## src/rtl/vram_dma_pkg.sv

```systemverilog
// vram_dma shared definitions
// register map, CTRL bit positions and a byte-lane helper
package vram_dma_pkg;

  localparam int VRAM_ADDR_WIDTH = 12;

  localparam logic [2:0] DMA_REG_SRC_LO = 3'd0;
  localparam logic [2:0] DMA_REG_SRC_HI = 3'd1;
  localparam logic [2:0] DMA_REG_DST_LO = 3'd2;
  localparam logic [2:0] DMA_REG_DST_HI = 3'd3;
  localparam logic [2:0] DMA_REG_LEN_LO = 3'd4;
  localparam logic [2:0] DMA_REG_LEN_HI = 3'd5;
  localparam logic [2:0] DMA_REG_CTRL   = 3'd6;

  localparam int DMA_CTRL_START = 0;
  localparam int DMA_CTRL_ABORT = 1;

  function automatic logic [15:0] put_byte(
    input logic [15:0] w,
    input logic        hi,
    input logic [7:0]  b
  );
    return hi ? {b, w[7:0]} : {w[15:8], b};
  endfunction

endpackage

```

## src/rtl/vram_dma_regs.sv

```systemverilog
// vram_dma config register file
// bytewise SRC/DST/LEN, frozen while a copy runs; CTRL decode
module vram_dma_regs_m
  import vram_dma_pkg::*;
#(
  parameter int VRAM_AW = VRAM_ADDR_WIDTH,
  parameter int SRC_AW  = 16
) (
  input  logic               clk_i,
  input  logic               rst_i,
  input  logic               wr_i,
  input  logic [2:0]         sel_i,
  input  logic [7:0]         data_i,
  input  logic               busy_i,
  output logic [SRC_AW-1:0]  src_o,
  output logic [VRAM_AW-1:0] dst_o,
  output logic [15:0]        len_o,
  output logic               start_o,
  output logic               abort_o
);

  logic [SRC_AW-1:0]  src_q;
  logic [VRAM_AW-1:0] dst_q;
  logic [15:0]        len_q;
  logic               open_w;
  logic               ctrl_w;

  assign open_w = wr_i && !busy_i;
  assign ctrl_w = wr_i && (sel_i == DMA_REG_CTRL);

  // bits above the register width fall off in the casts
  always_ff @(posedge clk_i) begin
    if (rst_i) begin
      src_q <= '0;
      dst_q <= '0;
      len_q <= '0;
    end else if (open_w) begin
      unique case (1'b1)
        sel_i == DMA_REG_SRC_LO:
          src_q <= SRC_AW'(put_byte(16'(src_q), 1'b0, data_i));
        sel_i == DMA_REG_SRC_HI:
          src_q <= SRC_AW'(put_byte(16'(src_q), 1'b1, data_i));
        sel_i == DMA_REG_DST_LO:
          dst_q <= VRAM_AW'(put_byte(16'(dst_q), 1'b0, data_i));
        sel_i == DMA_REG_DST_HI:
          dst_q <= VRAM_AW'(put_byte(16'(dst_q), 1'b1, data_i));
        sel_i == DMA_REG_LEN_LO:
          len_q <= put_byte(len_q, 1'b0, data_i);
        sel_i == DMA_REG_LEN_HI:
          len_q <= put_byte(len_q, 1'b1, data_i);
        default: ;
      endcase
    end
  end

  assign src_o   = src_q;
  assign dst_o   = dst_q;
  assign len_o   = len_q;
  assign abort_o = ctrl_w && data_i[DMA_CTRL_ABORT];
  assign start_o = ctrl_w && data_i[DMA_CTRL_START]
                   && !data_i[DMA_CTRL_ABORT];

endmodule

```

## src/rtl/vram_dma.sv

```systemverilog
// vram_dma: CPU-memory to VRAM block copy gated by the
// GPU write window, with a level-held completion interrupt
module vram_dma
  import vram_dma_pkg::*;
#(
  parameter int VRAM_AW = VRAM_ADDR_WIDTH,
  parameter int SRC_AW  = 16
) (
  input  logic               clk,
  input  logic               rst,
  input  logic               cfg_write,
  input  logic [2:0]         cfg_sel,
  input  logic [7:0]         cfg_data,
  output logic [SRC_AW-1:0]  src_addr,
  output logic               src_req,
  input  logic               src_ack,
  input  logic [7:0]         src_data,
  input  logic               writable,
  output logic [VRAM_AW-1:0] vram_addr,
  output logic [7:0]         vram_data,
  output logic               vram_we,
  output logic               busy,
  output logic               done_irq,
  input  logic               clr_irq
);

  localparam logic [1:0] S_IDLE  = 2'd0;
  localparam logic [1:0] S_READ  = 2'd1;
  localparam logic [1:0] S_HOLD  = 2'd2;
  localparam logic [1:0] S_WRITE = 2'd3;

  logic [1:0]         state_q, state_d;
  logic [SRC_AW-1:0]  cur_src_q, cur_src_d;
  logic [VRAM_AW-1:0] cur_dst_q, cur_dst_d;
  logic [15:0]        rem_q, rem_d;
  logic [7:0]         byte_q, byte_d;
  logic               req_q, req_d;
  logic               we_q, we_d;
  logic               busy_q, busy_d;
  logic               done_q, done_d;

  logic [SRC_AW-1:0]  reg_src;
  logic [VRAM_AW-1:0] reg_dst;
  logic [15:0]        reg_len;
  logic               start_w;
  logic               abort_w;

  vram_dma_regs_m #(
    .VRAM_AW (VRAM_AW),
    .SRC_AW  (SRC_AW)
  ) u_regs (
    .clk_i   (clk),
    .rst_i   (rst),
    .wr_i    (cfg_write),
    .sel_i   (cfg_sel),
    .data_i  (cfg_data),
    .busy_i  (busy_q),
    .src_o   (reg_src),
    .dst_o   (reg_dst),
    .len_o   (reg_len),
    .start_o (start_w),
    .abort_o (abort_w)
  );

  always_ff @(posedge clk) begin
    if (rst) begin
      state_q   <= S_IDLE;
      cur_src_q <= '0;
      cur_dst_q <= '0;
      rem_q     <= '0;
      byte_q    <= '0;
      req_q     <= 1'b0;
      we_q      <= 1'b0;
      busy_q    <= 1'b0;
      done_q    <= 1'b0;
    end else begin
      state_q   <= state_d;
      cur_src_q <= cur_src_d;
      cur_dst_q <= cur_dst_d;
      rem_q     <= rem_d;
      byte_q    <= byte_d;
      req_q     <= req_d;
      we_q      <= we_d;
      busy_q    <= busy_d;
      done_q    <= done_d;
    end
  end

  always_comb begin
    state_d = state_q;
    case (state_q)
      S_IDLE:
        if (start_w && reg_len != 16'd0) state_d = S_READ;
      S_READ:
        if (src_ack) state_d = writable ? S_WRITE : S_HOLD;
      S_HOLD:
        if (writable) state_d = S_WRITE;
      S_WRITE:
        if (!writable)            state_d = S_HOLD;
        else if (rem_q == 16'd1)  state_d = S_IDLE;
        else                      state_d = S_READ;
      default:
        state_d = S_IDLE;
    endcase
    if (abort_w) state_d = S_IDLE;
  end

  always_comb begin
    cur_src_d = cur_src_q;
    cur_dst_d = cur_dst_q;
    rem_d     = rem_q;
    byte_d    = byte_q;
    done_d    = done_q && !clr_irq;
    case (state_q)
      S_IDLE:
        if (start_w) begin
          cur_src_d = reg_src;
          cur_dst_d = reg_dst;
          rem_d     = reg_len;
          if (reg_len == 16'd0) done_d = 1'b1;
        end
      S_READ:
        if (src_ack) byte_d = src_data;
      S_WRITE:
        if (writable && !abort_w) begin
          cur_src_d = cur_src_q + SRC_AW'(1);
          cur_dst_d = cur_dst_q + VRAM_AW'(1);
          rem_d     = rem_q - 16'd1;
          if (rem_q == 16'd1) done_d = 1'b1;
        end
      default: ;
    endcase
    req_d  = (state_d == S_READ);
    we_d   = (state_d == S_WRITE);
    busy_d = (state_d != S_IDLE);
  end

  // a WRITE entered as the window closes must not strobe VRAM
  assign vram_we   = we_q && writable;
  assign src_addr  = cur_src_q;
  assign src_req   = req_q;
  assign vram_addr = cur_dst_q;
  assign vram_data = byte_q;
  assign busy      = busy_q;
  assign done_irq  = done_q;

endmodule

```

## config.mk

```make
export PLATFORM = sky130hd
export DESIGN_NAME = vram_dma
export DESIGN_NICKNAME = d
export VERILOG_FILES = /design/src/rtl/vram_dma_pkg.sv /design/src/rtl/vram_dma_regs.sv /design/src/rtl/vram_dma.sv
export SDC_FILE = /design/constraint.sdc
export NUM_CORES = 1
export LEC_CHECK = 0
export ABC_AREA = 1
export CAP_MARGIN = 0
export CORE_MARGIN = 10
export CORE_UTILIZATION = 56
export CTS_CLUSTER_SIZE = 16
export DETAILED_ROUTE_END_ITERATION = 10
export PLACE_DENSITY = 0.88
export SYNTH_ARGS = -nofsm -noshare
export SYNTH_HDL_FRONTEND = slang
export SYNTH_SLANG_ARGS = --single-unit
```

## constraint.sdc

```tcl
create_clock -name clk -period 1.7 [get_ports clk]
set_input_delay 0.34 -clock clk [delete_from_list [all_inputs] [get_ports clk]]
set_output_delay 0.34 -clock clk [all_outputs]
set_load 0.02 [all_outputs]
```

* After elaboration in Yosys (flattened, before gate mapping)
Cells that the tools add are included.
** Storage, ports and cells
- Input bits :: 25
- Logic and storage cells :: 90
- Register bits :: 102
- Output and inout port bits :: 40
** Cells by class
- Mux-type cells :: 25
- Eq/ne operators :: 14
- Reductions and logical operators :: 27
- $add $sub $neg :: 3
- Bitwise logic cells :: 6
** Operator list (number)
- case mux 16 bit (2 select lines) :: 4
- two-way mux 16 bit :: 4
- case mux 12 bit (2 select lines) :: 2
- two-way mux 12 bit :: 2
- AND reduction 3 bit :: 7
- adder 16 x 1 -> 16 bit (second input constant) :: 1
- equality test 16 x 1 -> 1 bit (second input constant) :: 1
- zero test 16 bit :: 1
- nonzero test 16 bit :: 1
- subtractor 16 x 1 -> 16 bit (second input constant) :: 1
- adder 12 x 1 -> 12 bit (second input constant) :: 1
- two-way mux 2 bit :: 5
- equality test 3 bit (second input constant) :: 3
- logical AND 1 bit :: 9
- case mux 2 bit (4 select lines) :: 1
- equality test 2 bit (second input constant) :: 3
- equality test 3 x 2 -> 1 bit (second input constant) :: 2
- two-way mux 1 bit :: 6
- NOT 1 bit :: 6
- equality test 2 x 1 -> 1 bit (second input constant) :: 2
- zero test 1 bit :: 4
- inequality test 2 bit (second input constant) :: 2
- nonzero test 2 bit :: 2
- equality test 3 x 1 -> 1 bit (second input constant) :: 1
- 4 further kinds :: 4

* Longest topological paths before layout
- Word-level depth :: 9
- Gate-level depth with buffers :: 11
- Depth with buffers taken out :: 11

* Modules after synthesis
A second synthesis with hierarchy kept.
** Unflattened totals
- Cells, all modules :: 852
- Area, all modules :: 5426.5 um2
** Modules (own cells, without submodules)
- vram_dma :: seq. area each 1161.1 um2, instances 1, area an instance 3587.2 um2, cells an instance 574
- vram_dma_regs_m :: seq. area each 880.8 um2, instances 1, area an instance 1839.3 um2, cells an instance 278

* Worst setup path after synthesis
OpenSTA, ideal clock, no wires.
- Path kind :: flip-flop to flip-flop
- From :: register cur_src_q[0], in the netlist src_addr[0]
- To :: register cur_src_q[10], in the netlist src_addr[10]
- Slack :: 38 ps
- Data required time :: 1568 ps
- Cell stages (with the launch flop) :: 11
- Period minus slack after synthesis :: 1662 ps
- Data arrival time :: 1530 ps
- Cells stage by stage :: dfxtp_1 > ha_1 > nand2_1 > nor2_1 > nand2_1 > nor2_1 > nand3_1 > nand2_1 > nand2_1 > nand2_1 > a21oi_1
** On the way
- Cells in the longest elaborated chain, start to end :: 3
** RTL lines
- from (decl) :: RTL line vram_dma.sv:33 : logic [SRC_AW-1:0] cur_src_q, cur_src_d;
- from (signal assigned) :: RTL line vram_dma.sv:78 : cur_src_q <= cur_src_d;
- adder 16 x 1 -> 16 bit :: RTL line vram_dma.sv:126 : cur_src_d = cur_src_q + SRC_AW'(1);
- two-way mux 16 bit :: RTL line vram_dma.sv:125 : if (writable && !abort_w) begin
- case mux 16 bit (2 select lines) :: RTL line vram_dma.sv:114 : case (state_q)
No other way between the ends. The select of a mux whose other input is x is not followed.
A chain may end at the register's enable or synchronous reset.

* Worst setup path in the final report
- From :: register byte_q[3], in the netlist vram_data[3]
- To :: output port vram_data[3]
** RTL lines
- from (decl) :: RTL line vram_dma.sv:36 : logic [7:0] byte_q, byte_d;
- from (signal assigned) :: RTL line vram_dma.sv:81 : byte_q <= byte_d;
- to (decl) :: RTL line vram_dma.sv:20 : output logic [7:0] vram_data,
No word-level cell between the ends.

==> results.yml <==
sta:
  finalSetupViolations: 0
  fmax_ghz: 0.603
  timing.hold.ws_ns: 0.472
  fin_crit_ns: 1.66
  slew_headroom_pct: 70.7
  worst_pin_slew_ns: 0.438
  finalMaxSlewViolations: 0
  clock_skew_ns: 0.0129
  hold_viol_final: 0
  rsz0062_at_grt: "yes"
  finalCritPeriodShare_pct: 97.6
  finalWorstSetupSlack_ns: 0.0415
  tns_ns: 0
cts:
  cts_buffers: 9
  clock_path_buffers: 2
  root_buffer: "clkbuf_8"
  clk_pin_slew_ns: 0.10
  cts_num_sinks: 102
  cts_hold_buf: 0
  clk_latency_ns: 0.37
  postCtsSetupBuffers: 0
  h-tree-depth: 3
  cts_tree: "done"
worst_setup_path:
  slowest_delay_ns: 0.61
  cp_cell_sequence: "clkdlybuf4s50_1"
  path_delay_family: "buffers and inverters"
  crit_slowest_cell: "clkdlybuf4s50_1"
  r2r_end: "src_addr[2]"
  endpoint_kind: "primary output"
  ff2ff_setup_slack_ns: 0.12
  cp.required_ns: 1.36
  reg2reg_depth: 7
  path_buf_inv: 1
  rr_startpoint: "state_q[1]"
  startpoint: "vram_data[3]"
  startpoint_type: "flip-flop"
  crit_end: "vram_data[3]"
  crit_fanout: 2
  critPathKind: "flip-flop to primary output"
  cp_num_cells: 1
  critPathArrivalTime_ns: 1.32
placed_design:
  hpwl_um: 10300
  portBuffers: 64
  dp.cells: 1029
  dp_slack_ns: -0.264
  gp_congestion: 0.918
global_route:
  grt_max_degree: 56
  overflow: 0
  grt_antenna_before_repair: 0
  grt_pass1_vias: 5341
  track_usage_pct: 20.3
  grt_pass1_wl_um: 24500
hold_path:
  min_from: "rem_q[6]"
  hold_class: "flip-flop to flip-flop"
yosys:
  synthCells: 826
  yosysTopAreaCellShare_pct: 38.4
  syn_area_per_cell_um2: 6.44
  syn-num-nets: 859
  yosys.area.top_type: "dfxtp_1"
  synthFlopType: "dfxtp_1"
  synth_area_um2: 5320
  synthTopCellsByArea: "dfxtp_1 38%, nand2_1 15%, nor2_1 9.5%"
  ys_seq_area_share_pct: 38.4
  synth_edf_count: 0
  synth_seq_cells: 102
  synthArstFlopShare_pct: 0
  yosysUniqueCellTypes: 30
  ys_warn_count: 0
route:
  drt-initial-drc-count: 466
  drt_first_pass_iters: 5
  postRouteAntennaNets: 0
  vias_per_cell: 5.48
  routed_wl_um: 14700
  wl_per_cell_um: 14.1
  drcViolationCount: 0
  vias: 5727
floorplanning:
  core.rowCount: 35
  dieArea_um2: 13800
  start_util_pct: 57.5
  ios: 65
  fp.dieH_um: 117
  core_area_um2: 9240
  die_x_um: 117
cells_and_area:
  final_core_util_pct: 71.3
  drive_gt1_share_pct: 9.28
  area_growth_pct: 24.0
  antenna_cells: 0
  fin_nets: 944
  fin_cells: 1045
power_and_ir_drop:
  leakagePower_nw: 2.95
  power.density_nw_per_um2: 1470
  irDropWorstVdd_v: 0.00107
status:
  status: "completed"
job:
  maxCapViolations: 0
==> Yosys cell counts (4+ instances only) <==
library cell  instances
nand2_1             206
nor2_1              135
dfxtp_1             102
o21ai_0              89
a21oi_1              74
inv_1                70
nand3_1              65
clkbuf_1             16
nand4_1              11
ha_1                  8
buf_2                 7
nand3b_1              5
buf_1                 4
buf_6                 4
==> how the worst min path moves through the flow <==
stage / slack (ns) / end / cells past startpoint
6_report: 0.47 / rem_q[6] / 2
4_1_cts: 0.47 / u_regs.dst_o[6] / 2
5_1_grt: 0.50 / u_regs.dst_o[6] / 2
3_5_place_dp: 0.46 / u_regs.dst_o[6] / 2
3_3_place_gp: 0.45 / u_regs.dst_o[6] / 2
2_1_floorplan: 0.44 / u_regs.dst_o[6] / 2
==> metal layers <==
| layer | share of wire, % | GRT usage, % | vias up | routed length (um) |
|---|---|---|---|---|
| li1 | - | - | 2845 | - |
| met1 | 44 | 25.2 | 2659 | 6480 |
| met2 | 48 | 33.8 | 205 | 7030 |
| met3 | 6.7 | 4.75 | 18 | 990 |
| met4 | 1.6 | 6.42 | 0 | 237 |
| met5 | 0 | 0 | - | 0 |
==> tightest hold or removal path: stages (launching register included) <==
cell and delay [ns]:
dfxtp_1 0.32, nand2_1 0.06, a21oi_1 0.05
==> timing repair <==
action / in CTS / in global routing
pin swaps: 0 / 1
hold endpoints to repair: 0 / 0
resized for setup: 29 / 24
endpoints found under the setup margin: 29 / 51
==> where the power goes <==
| part | internal, mW | switching [mW] |
|---|---|---|
| sequential | 2.86 | 0.443 |
| clock | 0.577 | 0.931 |
| combinational | 1.89 | 2.99 |
==> state kept, by name, summed over array words and instances (netlist names), 2 cells and up <==
signal,count
u_regs.len_o,16
u_regs.src_o,16
u_regs.dst_o,12
vram_data,8
src_addr,16
state_q,2
vram_addr,12
rem_q,16
==> metrics by stage <==
step,area [um2],power (mW)
global route,6590,10.4
CTS,6530,9.55
global placement,6370,8.04
floorplan,5320,6.49
finish,6590,9.69
detailed placement,6370,8.17
==> cell families after synthesis <==
logic type | Yosys count | synth area share [%]
adder cells (fa/ha/maj) | 8 | 1.88
AND/OR/NAND/NOR | 435 | 34.2
XOR/XNOR | 4 | 0.659
AO/OA/AOI/OAI | 171 | 16.4
flip-flops | 102 | 38.4
buffers and inverters | 106 | 8.43
==> final cells by class <==
cell class / count / area, um2
fill: 781 / 2650
timing repair buffer: 108 / 1060
tap: 129 / 161
clock buffer: 9 / 124
inverter: 72 / 270
multi-input combinational: 618 / 2860
sequential: 102 / 2050
clock inverter: 7 / 68.8
==> placed cells by master, fill, tap and decap left out <==
cell type / n
a211oi_1: 2
a21boi_0: 1
a21o_1: 1
a21oi_1: 72
a21oi_2: 2
buf_12: 8
buf_4: 35
buf_6: 1
clkbuf_8: 9
clkdlybuf4s50_1: 26
clkinv_8: 1
dfxtp_1: 99
dfxtp_2: 3
dlygate4sd2_1: 29
dlymetal6s2s_1: 9
ha_1: 6
ha_2: 2
inv_1: 70
inv_2: 2
inv_6: 6
nand2_1: 204
nand2_2: 2
nand3_1: 65
nand3_2: 3
nand3b_1: 5
nand4_1: 11
nor2_1: 130
nor2_2: 4
nor2_4: 4
nor3_1: 3
nor3_2: 1
nor3b_1: 1
o211ai_1: 1
o21ai_0: 89
o21ai_1: 2
o21bai_1: 1
or2_2: 2
xnor2_1: 1
xor2_1: 3
Note: power is estimated with default switching activity, not from simulation.
